===== src/rtl/param_rr_encoder.sv =====
// ---------------------------------------------------------------------------------------------
// param_rr_encoder
//
// N-to-log2(N) encoder with a registered output and a valid/ready handshake toward a single
// downstream consumer. Two arbitration modes are available:
//   mode = 0 : fixed priority. The lowest set index of req wins.
//   mode = 1 : round-robin. The scan starts at rr_ptr and wraps circularly at N.
// A multi-hot request is legal. It still produces a grant, and err is raised alongside that
// result so the consumer can tell the request was ambiguous.
//
// Ports
//   clk    in   1  rising-edge clock
//   rst_n  in   1  asynchronous active-low reset
//   en     in   1  enable for new loads; a held result still drains when en=0
//   mode   in   1  0 = fixed priority, 1 = round-robin
//   req    in   N  request vector, sampled on clk
//   ready  in   1  consumer accepts y/err when valid & ready
//   y      out  W  encoded index of the granted request
//   valid  out  1  y and err hold a result
//   err    out  1  more than one req bit was set when y was loaded
//
// All outputs come straight from flops. req, mode, en and ready only affect next state.
// ---------------------------------------------------------------------------------------------
module param_rr_encoder #(
    parameter int unsigned N = 8
) (
    input  logic                 clk,
    input  logic                 rst_n,
    input  logic                 en,
    input  logic                 mode,
    input  logic [N-1:0]         req,
    input  logic                 ready,
    output logic [$clog2(N)-1:0] y,
    output logic                 valid,
    output logic                 err
);

    localparam int unsigned W = $clog2(N);

    // Highest legal index, used for the round-robin wrap (N need not be a power of two).
    localparam logic [W-1:0] LastIdx = W'(N - 1);

    logic [W-1:0] y_q, y_d;
    logic         valid_q, valid_d;
    logic         err_q, err_d;
    logic [W-1:0] rr_ptr_q, rr_ptr_d;

    logic         out_free;
    logic         do_load;
    logic         req_multi;
    logic [W-1:0] sel_fixed;
    logic [W-1:0] sel_rr;
    logic [W-1:0] sel;

    // The output register can take a new result when it is empty or is being drained now.
    assign out_free = !valid_q || ready;
    assign do_load  = out_free && en && (req != '0);

    // Clearing the lowest set bit leaves something only if two or more bits were set.
    assign req_multi = (req & (req - N'(1))) != '0;

    // Fixed priority: scan from the top down so the lowest set index is the last one assigned.
    always_comb begin
        sel_fixed = '0;
        for (int i = N - 1; i >= 0; i--) begin
            if (req[i]) begin
                sel_fixed = W'(i);
            end
        end
    end

    // Round-robin: the k-th candidate is (rr_ptr + k) mod N. Scan k from the top down so the
    // smallest offset with a set bit wins. rr_ptr < N and k < N, so one subtraction reduces
    // the sum modulo N.
    always_comb begin
        int unsigned idx;
        sel_rr = '0;
        idx    = 0;
        for (int k = N - 1; k >= 0; k--) begin
            idx = int'(rr_ptr_q) + k;
            if (idx >= N) begin
                idx = idx - N;
            end
            if (req[idx]) begin
                sel_rr = W'(idx);
            end
        end
    end

    assign sel = mode ? sel_rr : sel_fixed;

    always_comb begin
        y_d      = y_q;
        valid_d  = valid_q;
        err_d    = err_q;
        rr_ptr_d = rr_ptr_q;

        if (do_load) begin
            y_d     = sel;
            valid_d = 1'b1;
            err_d   = req_multi;
            // Only round-robin grants move the pointer; fixed-priority grants leave it alone.
            if (mode) begin
                rr_ptr_d = (sel == LastIdx) ? '0 : sel + W'(1);
            end
        end else if (out_free) begin
            // Nothing to load. Drop valid but keep the last y/err for observability.
            valid_d = 1'b0;
        end
    end

    always_ff @(posedge clk or negedge rst_n) begin
        if (!rst_n) begin
            y_q      <= '0;
            valid_q  <= 1'b0;
            err_q    <= 1'b0;
            rr_ptr_q <= '0;
        end else begin
            y_q      <= y_d;
            valid_q  <= valid_d;
            err_q    <= err_d;
            rr_ptr_q <= rr_ptr_d;
        end
    end

    assign y     = y_q;
    assign valid = valid_q;
    assign err   = err_q;

endmodule


===== config.mk =====
export PLATFORM = sky130hd
export DESIGN_NAME = param_rr_encoder
export DESIGN_NICKNAME = d
export VERILOG_FILES = /design/src/rtl/param_rr_encoder.sv
export SDC_FILE = /design/constraint.sdc
export NUM_CORES = 1
export LEC_CHECK = 0
export BUFFER_PORTS_ARGS = -buffer_cell sky130_fd_sc_hd__clkbuf_2
export CAP_MARGIN = 25
export CORE_MARGIN = 10
export CORE_UTILIZATION = 30
export CTS_CLUSTER_DIAMETER = 40
export DETAILED_ROUTE_END_ITERATION = 10
export HOLD_SLACK_MARGIN = 0.06
export SLEW_MARGIN = 20
export SYNTH_ARGS = -nofsm -noshare
export SYNTH_HDL_FRONTEND = slang
export SYNTH_SLANG_ARGS = --single-unit

===== constraint.sdc =====
create_clock -name clk -period 9.42 [get_ports clk]
set_input_delay 1.413 -clock clk [delete_from_list [all_inputs] [get_ports clk]]
set_output_delay 1.413 -clock clk [all_outputs]
set_load 0.02 [all_outputs]

== Word level (Yosys, flattened, before mapping) ==
Cells that the tools add are included.

* $add $sub $neg: 17
* $lt $le $gt $ge: 16
* Mux-type cells: 44
* Equality and inequality tests: 1
* Reduce and logical (&&, ||, !) cells: 8
* Bitwise gates (word level): 1

{| class="wikitable"
|+ Operators by type and width
! kind !! number
|-
| 32-bit by 4-bit less-than comparator with 1-bit output (second input constant) || 8
|-
| 32-bit two-way mux || 8
|-
| 3-bit two-way mux || 18
|-
| 4-bit by 4-bit subtractor with 5-bit output (second input constant) || 7
|-
| 4-bit greater-or-equal comparator (second input constant) || 7
|-
| 1-bit binary-select mux with 3-bit select || 8
|-
| 3-bit by 3-bit adder with 4-bit output (second input constant) || 4
|-
| 8-bit nonzero test || 2
|-
| 1-bit two-way mux || 10
|-
| 3-bit by 2-bit adder with 4-bit output (second input constant) || 2
|-
| 8-bit AND || 1
|-
| 8-bit by 1-bit subtractor with 8-bit output (second input constant) || 1
|-
| 3-bit by 4-bit subtractor with 5-bit output (second input constant) || 1
|-
| 3-bit by 1-bit adder with 4-bit output (second input constant) || 1
|-
| 3-bit by 4-bit greater-or-equal comparator with 1-bit output (second input constant) || 1
|-
| 3-bit by 1-bit adder with 3-bit output (second input constant) || 1
|-
| 3-bit == test (second input constant) || 1
|-
| 1-bit logical AND || 2
|-
| 2-bit AND reduction || 1
|-
| 2-bit nonzero test || 1
|-
| 1-bit logical NOT || 1
|-
| 1-bit logical OR || 1
|}

* Flip-flop bits (word level): 8

== Longest topological paths before layout ==
Gate-level depths: netlist (run 1).

* Depth in word-level cells: 16
* Mapped depth: 15
* Depth with buffers taken out: 12

== Least setup slack after synthesis (run 1) ==
No wires, ideal clock.

* Kind: input to register
* Start point: input req[3]
* End point: register rr_ptr_q[2]
* Stages on the path: 10
* Required time: 9,295 ps
* Arrival: 3,658 ps
* Buffers on the path: 1
* Path slack: 5,637 ps
* Cell sequence: clkbuf_1 mux4_2 mux2_2 a211oi_1 o311ai_1 o2bb2ai_1 and3_1 ha_1 ha_1 mux2_2

* Word-level cells in the longest chain between the ends: 13
* Elaborated cells on any way between the ends: 35
* Classes of those cells: add/sub (1); eq/ne (1); mux (30); reduce/logical (3)

{| class="wikitable"
|+ Ends and longest elaborated chain
! what !! RTL line !! RTL
|-
| start: declaration || 31 || <nowiki>input logic [N-1:0] req,</nowiki>
|-
| 1-bit binary-select mux with 3-bit select || 84 || <nowiki>if (req[idx]) begin</nowiki>
|-
| 1-bit two-way mux (not written as such) || 84 ||
|-
| 3-bit two-way mux (8 in a row) || 84 ||
|-
| 3-bit two-way mux (*) || 90 || <nowiki>assign sel = mode ? sel_rr : sel_fixed;</nowiki>
|-
| via sel[0] || 53 || <nowiki>logic [W-1:0] sel;</nowiki>
|-
| 3-bit by 1-bit adder with 3-bit output or 3-bit == test (tied branches) || 104 || <nowiki>rr_ptr_d = (sel == LastIdx) ? '0 : sel + W'(1);</nowiki>
|-
| 3-bit two-way mux (*) || 104 ||
|-
| end signal: assignment || 122 || <nowiki>rr_ptr_q <= rr_ptr_d;</nowiki>
|-
| end: declaration || 46 || <nowiki>logic [W-1:0] rr_ptr_q, rr_ptr_d;</nowiki>
|}

Mark *: on every way through the listed nets, which the timed path passes. The rest lies on a longest branch. The select of a mux whose other input is x is not followed.
A chain may end at the register's enable or synchronous reset.

== Worst setup path in the final report (run 1) ==
* Start point: register rr_ptr_q[0]
* End point: register rr_ptr_q[2]

* Word-level cells in the longest chain between the ends: 16
* Elaborated cells on any way between the ends: 59
* Classes of those cells: add/sub (16); order compare (8); eq/ne (1); mux (34)

{| class="wikitable"
|+ Ends and longest elaborated chain
! what !! RTL line !! RTL
|-
| 3-bit by 3-bit adder with 4-bit output || 80 || <nowiki>idx = int'(rr_ptr_q) + k;</nowiki>
|-
| 4-bit by 4-bit subtractor with 5-bit output or 4-bit greater-or-equal comparator (tied branches) || 82, 81 ||
|-
| 32-bit two-way mux || 81 || <nowiki>if (idx >= N) begin</nowiki>
|-
| 1-bit binary-select mux with 3-bit select || 84 ||
|-
| 1-bit two-way mux (not written as such) || 84 ||
|-
| 3-bit two-way mux (7 in a row) || 84 ||
|-
| 3-bit two-way mux (*) || 84 ||
|-
| 3-bit two-way mux (*) || 90 ||
|-
| via sel[0] || 53 ||
|-
| 3-bit by 1-bit adder with 3-bit output or 3-bit == test (tied branches) || 104 ||
|-
| 3-bit two-way mux (*) || 104 ||
|}

Marked as above.

==> impl_metrics.yaml, run 1 <==
run_status:
  status: "completed"
setup_path:
  r2r_start: "rr_ptr_q[0]"
  worst_ep_required_time_ns: 9.54
  ff2ff_setup_slack_ns: 5.20
  critPathLaunchType: "register"
  reg2reg_to: "rr_ptr_q[2]"
  worstPathMaxFanout: 17
  arrival_ns: 4.34
  rr_worst_depth: 10
  worstSetupPathType: "register to register"
  setup.worst_path.end_class: "register"
synthesis:
  async_flop_share: 1.00
  synth-adder-area-share: 0.0343
  synth_top_area_share: 0.216
  ys.flop_type: "dfrtp_1"
  synth_top_family_by_area: "multiplexers"
  synth_fp_nets: 182
  syn_area_mm2: 0.00146
  synth.distinct_cells: 48
  synth_seq_cells: 8
  synth-simple-area-share: 0.149
  synthMuxAreaShare: 0.359
  seq_area_frac_synth: 0.137
  synth_edf_count: 0
  syn_avg_cell_area_um2: 8.83
  synth_top_area_cell: "mux4_2"
  synthTopCellsByCount: "mux4_2, nor2_1, nand2_1"
  synth_area_leaders: "mux4_2, dfrtp_1, mux2_2, nor2_1, ha_1"
  yosys_warnings: 0
  synth-compound-area-share: 0.215
  synthXorXnorAreaFrac: 0.0180
  netlist_instances: 165
route:
  postRouteAntennaNets: 0
  viasPerCell: 5.79
  routed_wl_um: 3750
  vias: 1361
  drc: 0
  wire_per_inst_um: 15.9
  dr.pass1.iters: 4
  drt_iter0_drc: 112
placed_design:
  placed_cell_area_mm2: 0.00155
  dpl.hpwl_um: 2780
  place_ws_ns: 5.20
  dp.cells: 232
  portBuffers: 17
  place_congestion: 0.803
die:
  die_w_um: 89.7
  die_h_um: 89.7
  boundaryPins: 18
  start_util: 0.309
  rows: 25
  placeableCoreArea_mm2: 0.00472
  die_area_mm2: 0.00805
pwr:
  powerDensity_mw_per_mm2: 338
  design_power_total_mw: 0.536
  leakage_nw: 0.605
  peakVddDrop_mv: 0.108
global_routing:
  track_usage: 0.0959
  grt_overflow: 0
  grt_pass1_wl_um: 6750
  first_global_vias: 1377
  grt_start_max_net_pins: 27
  grt_antenna_before_repair: 0
clock_network:
  cts_tree: "yes"
  cts_buffers: 3
  root_buffer: "clkbuf_8"
  cts_hold_buf: 0
  insertion_delay_ns: 0.23
  htree_num_levels: 1
  ctsResizeCount: 0
  cts_buffer_depth: 2
  clkSinkCount: 8
  clk_pin_slew_worst_paths_ns: 0.05
  post_cts_buffers: 0
sta:
  finalHoldViolations: 0
  timing.fmax_ghz: 0.237
  finalWorstPathRequiredPeriod_ns: 4.22
  drv_slew: 0
  relSlewSlack: 0.432
  worst_pin_slew_ns: 0.853
  setup_tns_ns: 0
  worst_slack_ns: 5.20
  rsz0062_at_grt: "false"
  setup_viol: 0
  skew_ns: 0.00492
  fin_crit_sh: 0.448
  hold_slack_ns: 0.561
min_path:
  hold_start: "valid"
  min_to: "valid"
  worst_hold_path_type: "register to register"
  hold_depth: 2
finish:
  final_area_mm2: 0.00159
  antenna_cells: 0
  area_delta_synth_final_pct: 8.84
  final_nets: 187
  final_core_util: 0.336
  final_layout_size_suffix_gt1_frac: 0.286
  fin_cells: 235
  fill_cells: 508
flow_run:
  maxCapViolCount: 0
## cells by family after synthesis
| family | after synthesis |
|---|---|
| adders and majority gates | 4 |
| buffers and inverters | 28 |
| DFF | 8 |
| muxes | 31 |
| xor gates and xnor gates | 3 |
| and+or+nand+nor | 46 |
| AOI/OAI and AO/OA | 45 |
## report_power, final
part           switching [mW]  total, mW  internal (mW)
clock network          0.0145     0.0423         0.0278
logic                   0.214      0.414          0.200
registers              0.0330     0.0789         0.0459
## sequential cells by signal (all words and copies together) (netlist names)
register,count
err,1
rr_ptr_q,3
valid,1
y,3
## routing by layer
metal  vias to the layer above  GRT usage  wire (um)
met5                         -          0          0
met4                         0     0.0296         43
met3                         4     0.0150        169
met2                        40      0.159       1820
met1                       667      0.123       1710
li1                        650          -          -
## worst max-delay path by stage
stage | from | endpoint | slack (ns) | cells past startpoint
5_1_grt | rr_ptr_q[0] | rr_ptr_q[2] | 4.91 | 11
6_report | rr_ptr_q[0] | rr_ptr_q[2] | 5.20 | 10
2_1_floorplan | req[3] | rr_ptr_q[2] | 5.64 | 10
4_1_cts | rr_ptr_q[0] | rr_ptr_q[2] | 5.19 | 10
3_5_place_dp | rr_ptr_q[0] | rr_ptr_q[2] | 5.20 | 10
3_3_place_gp | rr_ptr_q[0] | rr_ptr_q[2] | 5.25 | 10
## critical path, cell delays in order (launching register included)
cell       delay, ns
dfrtp_1         0.81
clkinv_1        0.40
ha_1            0.57
mux4_2          0.65
mux2_2          0.35
o311ai_1        0.37
o2bb2ai_1       0.18
and3_1          0.17
ha_1            0.14
ha_1            0.22
mux2_2          0.26
## layout by cell type (no fill, tap or decap), drive strengths merged, types with 2 or more instances in the layout
master / Yosys / final
a211oi: 3 / 3
inv: 9 / 9
a222oi: 2 / 2
nor4: 2 / 2
mux2: 10 / 10
o2bb2ai: 2 / 2
mux2i: 7 / 7
nor3: 3 / 3
dfrtp: 8 / 8
a21oi: 8 / 8
xnor2: 2 / 2
a31oi: 6 / 6
o211ai: 4 / 4
nand3: 3 / 3
nor2: 14 / 14
mux4: 14 / 14
ha: 4 / 4
o21ai: 7 / 7
a311oi: 2 / 2
o22ai: 2 / 2
or4: 2 / 2
clkbuf: 11 / 20
nand2: 13 / 13
## cell type report
type,count,area [um2],area share
multi-input combinational,129,1130,0.713
sequential,8,200,0.126
timing repair buffer,18,92.6,0.0584
tap,67,83.8,0.0528
clock buffer,3,41.3,0.0260
inverter,10,37.5,0.0237
Note: power is estimated with default switching activity, not from simulation.
==> inputs of run 2 (changes only) <==
==> constraint.sdc (replaced) <==
create_clock -name clk -period 4.25 [get_ports clk]
set_input_delay 0.6375 -clock clk [delete_from_list [all_inputs] [get_ports clk]]
set_output_delay 0.6375 -clock clk [all_outputs]
set_load 0.02 [all_outputs]
==> run 2 against run 1 <==
Compared with the run above: register-to-register slack got worse by 4.5 ns; sequential cell count is the same; count of clock-buffer cells in the layout stayed put; clock power increased by 110%; total power grew 120%; final cell count grew 0.85%; wire length decreased by 4.0%; cell area is 0.95% higher; largest cell class unchanged; highest routed layer unchanged.
==> impl_metrics.yaml, run 2 (synthesized netlist as in run 1, its figures left out) <==
clock_network:
  clk_pin_slew_worst_paths_ns: 0.04
  root_buffer: "clkbuf_8"
  htree_num_levels: 1
  cts_buffers: 3
  clkSinkCount: 8
  insertion_delay_ns: 0.22
  cts_buffer_depth: 2
  cts_hold_buf: 0
  ctsResizeCount: 0
  cts_tree: "yes"
  post_cts_buffers: 0
setup_path:
  setup.worst_path.end_class: "register"
  worstSetupPathType: "register to register"
  worst_ep_required_time_ns: 4.36
  ff2ff_setup_slack_ns: 0.71
  r2r_start: "rr_ptr_q[0]"
  worstPathMaxFanout: 8
  crit_start: "rr_ptr_q[0]"
  critPathLaunchType: "register"
  reg2reg_to: "rr_ptr_q[2]"
  arrival_ns: 3.65
  critical_path.endpoint: "rr_ptr_q[2]"
  rr_worst_depth: 10
finish:
  antenna_cells: 0
  final_nets: 189
  fin_cells: 237
  layout_commonest_cell: "clkbuf_2"
  final_cell_mix: "clkbuf_2, mux4_2, nor2_1"
  final_layout_size_suffix_gt1_frac: 0.294
  area_delta_synth_final_pct: 9.87
  fill_cells: 490
route:
  dr.pass1.iters: 6
  postRouteAntennaNets: 0
  drt_iter0_drc: 158
  drc: 0
  wire_per_inst_um: 15.2
  vias: 1351
  viasPerCell: 5.70
  routed_wl_um: 3600
sta:
  worst_slack_ns: 0.707
  drv_slew: 0
  rsz0062_at_grt: "false"
  timing.fmax_ghz: 0.282
  finalHoldViolations: 0
  finalWorstPathRequiredPeriod_ns: 3.54
  fin_crit_sh: 0.834
  setup_tns_ns: 0
  skew_ns: 0.00147
  setup_viol: 0
  relSlewSlack: 0.538
  hold_slack_ns: 0.252
  worst_pin_slew_ns: 0.693
pwr:
  powerDensity_mw_per_mm2: 745
  design_power_total_mw: 1.19
  leakage_nw: 0.614
  peakVddDrop_mv: 0.173
global_routing:
  track_usage: 0.0907
  met1_usage: 0.115
  first_global_vias: 1288
  grt.busiest_layer: "met2"
  gr-usage-met2: 0.157
  grt_antenna_before_repair: 0
  grt_pass1_wl_um: 6470
  met3_usage: 0.0125
  grt_start_max_net_pins: 22
  grt_overflow: 0
die:
  start_util: 0.309
  die_area_mm2: 0.00805
  boundaryPins: 18
  die_w_um: 89.7
  rows: 25
  placeableCoreArea_mm2: 0.00472
  die_h_um: 89.7
placed_design:
  dp.cells: 234
  place_ws_ns: 0.720
  portBuffers: 17
  dpl.hpwl_um: 2850
  place_congestion: 0.813
run_status:
  status: "completed"
min_path:
  worst_hold_path_type: "primary input to asynchronous set/reset pin"
flow_run:
  maxCapViolCount: 0
==> run 2: how the worst min path moves through the flow <==
stage	startpoint	to	slack [ns]	cells past startpoint
after global routing	rst_n	rr_ptr_q[1]	0.27	1
after global placement	rst_n	y[2]	0.50	1
after floorplan	rst_n	err	0.34	0
after detailed placement	rst_n	y[2]	0.50	1
final	rst_n	y[2]	0.25	1
after CTS	rst_n	rr_ptr_q[1]	0.26	1
==> run 2: power breakdown <==
group | internal (mW) | total (mW) | switching [mW]
clock network | 0.0612 | 0.0896 | 0.0284
registers | 0.103 | 0.134 | 0.0313
logic | 0.453 | 0.969 | 0.516
total | 0.617 | 1.19 | 0.576
==> run 2: per-stage QoR <==
| stage | utilization | cell area (um2) |
|---|---|---|
| after floorplan | - | 1460 |
| after global placement | 0.330 | 1560 |
| after detailed placement | 0.330 | 1560 |
| after CTS | 0.339 | 1600 |
| after global routing | 0.339 | 1600 |
| final | 0.339 | 1600 |
==> run 2: area by class of cell <==
type | count | area, um2 | area share
Timing Repair Buffer | 20 | 108 | 0.0672
Clock buffer | 3 | 41.3 | 0.0258
Tap cell | 67 | 83.8 | 0.0523
Sequential cell | 8 | 200 | 0.125
Multi-Input combinational cell | 129 | 1130 | 0.706
Inverter | 10 | 37.5 | 0.0234
==> run 2: metal layers <==
layer,part of all wire,vias to the layer above
met4,0.015,0
li1,-,650
met2,0.49,37
met1,0.46,660
met5,0,-
met3,0.040,4
==> run 2: worst max-delay path, cell delays in order (launching register included) <==
cell,delay [ns]
dfrtp_1,0.35
clkinv_1,0.20
ha_1,0.54
mux4_2,0.66
mux2_2,0.35
o311ai_1,0.38
o2bb2ai_1,0.18
and3_1,0.17
ha_1,0.14
ha_1,0.21
mux2_2,0.25
==> inputs of run 3 (changes only) <==
==> constraint.sdc (replaced) <==
create_clock -name clk -period 3.05 [get_ports clk]
set_input_delay 0.4575 -clock clk [delete_from_list [all_inputs] [get_ports clk]]
set_output_delay 0.4575 -clock clk [all_outputs]
set_load 0.02 [all_outputs]
==> run 3 against run 2 <==
Compared with the run above: the flow now finishes with violations (setup timing); non-clock buffer count increased by 38; largest power group unchanged; sequential share of layout area decreased by 2.5 points; worst setup slack got worse by 0.75 ns; global-route usage grew 1.5 points; combinational power is 120% higher; register-to-register slack got worse by 0.75 ns; highest routed layer unchanged.
==> impl_metrics.yaml, run 3 (synthesized netlist as in run 1, its figures left out) <==
run_status:
  status: "finished with violations"
  violations: "setup timing"
finish:
  final_layout_size_suffix_gt1_frac: 0.490
  layout_commonest_cell: "buf_4"
  area_delta_synth_final_pct: 37.1
  final_cell_mix: "buf_4, clkbuf_2, mux4_2"
  antenna_cells: 0
  final_nets: 227
  fin_cells: 275
setup_path:
  reg2reg_to: "rr_ptr_q[2]"
  worst_ep_required_time_ns: 3.16
  critPathLaunchType: "register"
  arrival_ns: 3.20
  worstSetupPathType: "register to register"
  ff2ff_setup_slack_ns: -0.04
  setup.worst_path.end_class: "register"
  crit_start: "rr_ptr_q[0]"
  rr_worst_depth: 11
  worstPathMaxFanout: 5
  r2r_start: "rr_ptr_q[0]"
sta:
  worst_slack_ns: -0.0419
  skew_ns: 0.00122
  rsz0062_at_grt: "true"
  relSlewSlack: 0.449
  finalWorstPathRequiredPeriod_ns: 3.09
  fin_crit_sh: 1.01
  setup_tns_ns: -0.0419
  drv_slew: 0
  timing.fmax_ghz: 0.323
  worst_pin_slew_ns: 0.826
  setup_viol: 1
  finalHoldViolations: 0
  hold_slack_ns: 0.0742
route:
  viasPerCell: 5.50
  vias: 1512
  wire_per_inst_um: 15.9
  dr.pass1.iters: 4
  routed_wl_um: 4380
  drc: 0
  drt_iter0_drc: 142
  postRouteAntennaNets: 0
die:
  die_h_um: 89.7
  start_util: 0.309
  boundaryPins: 18
  rows: 25
  die_area_mm2: 0.00805
  placeableCoreArea_mm2: 0.00472
  die_w_um: 89.7
flow_run:
  maxCapViolCount: 0
clock_network:
  cts_hold_buf: 0
  cts_buffer_depth: 2
  root_buffer: "clkbuf_8"
  cts_tree: "yes"
  clkSinkCount: 8
  insertion_delay_ns: 0.22
  cts_buffers: 3
  htree_num_levels: 1
  clk_pin_slew_worst_paths_ns: 0.04
global_routing:
  grt_pass1_wl_um: 7370
  grt_start_max_net_pins: 14
  first_global_vias: 1520
  grt_overflow: 0
  track_usage: 0.106
  grt_antenna_before_repair: 0
pwr:
  leakage_nw: 0.811
  peakVddDrop_mv: 0.379
  design_power_total_mw: 2.42
  powerDensity_mw_per_mm2: 1210
placed_design:
  dpl.hpwl_um: 3400
  place_congestion: 0.831
  place_ws_ns: -0.0877
  dp.cells: 264
  portBuffers: 17
min_path:
  worst_hold_path_type: "primary input to asynchronous set/reset pin"
[run 3: per-layer routing]
layer,vias up,part of all wire,GRT usage
li1,729,-,-
met1,745,0.45,0.134
met2,34,0.50,0.182
met3,4,0.040,0.0175
met4,0,0.012,0.0216
met5,-,0,0
[run 3: critical path, stage by stage, from the launching register on]
cell,delay (ns)
dfrtp_1,0.39
clkinv_4,0.07
ha_4,0.29
mux4_2,0.59
mux2i_4,0.22
a211oi_2,0.12
o311ai_4,0.31
o2bb2ai_2,0.15
and3_1,0.19
ha_2,0.19
ha_4,0.19
mux2_4,0.25
[run 3: repair_timing]
item                                    4_1_cts  5_1_grt
pin swaps                                    10        2
endpoints found under the setup margin        2        4
setup buffers                                10        0
resized for setup                             9        2
[run 3: worst max path at each step]
stage / end / slack, ns / cells after the start
floorplan: rr_ptr_q[2] / -0.29 / 13
global placement: rr_ptr_q[2] / -0.04 / 12
detailed placement: rr_ptr_q[2] / -0.09 / 11
CTS: rr_ptr_q[2] / -0.02 / 11
global route: rr_ptr_q[2] / -0.17 / 11
finish: rr_ptr_q[2] / -0.04 / 11
[run 3: cell type report]
class	instances	area [um2]
clock buffers	3	41.3
fillers	478	2730
inverters	10	45.0
multi-input cells	129	1230
flip-flops and latches	8	200
well taps	67	83.8
repair buffers	58	397
[run 3: report_power, final]
| group | total, mW | switching, mW | internal (mW) |
|---|---|---|---|
| clock | 0.122 | 0.0366 | 0.0850 |
| sequential | 0.183 | 0.0393 | 0.144 |
| combinational | 2.12 | 0.979 | 1.14 |
[run 3: stage by stage]
| stage | util | instance area (um2) |
|---|---|---|
| finish | 0.423 | 2000 |
| floorplan | - | 1540 |
| CTS | 0.423 | 2000 |
| detailed placement | 0.391 | 1850 |
| global route | 0.423 | 2000 |
| global placement | 0.391 | 1850 |
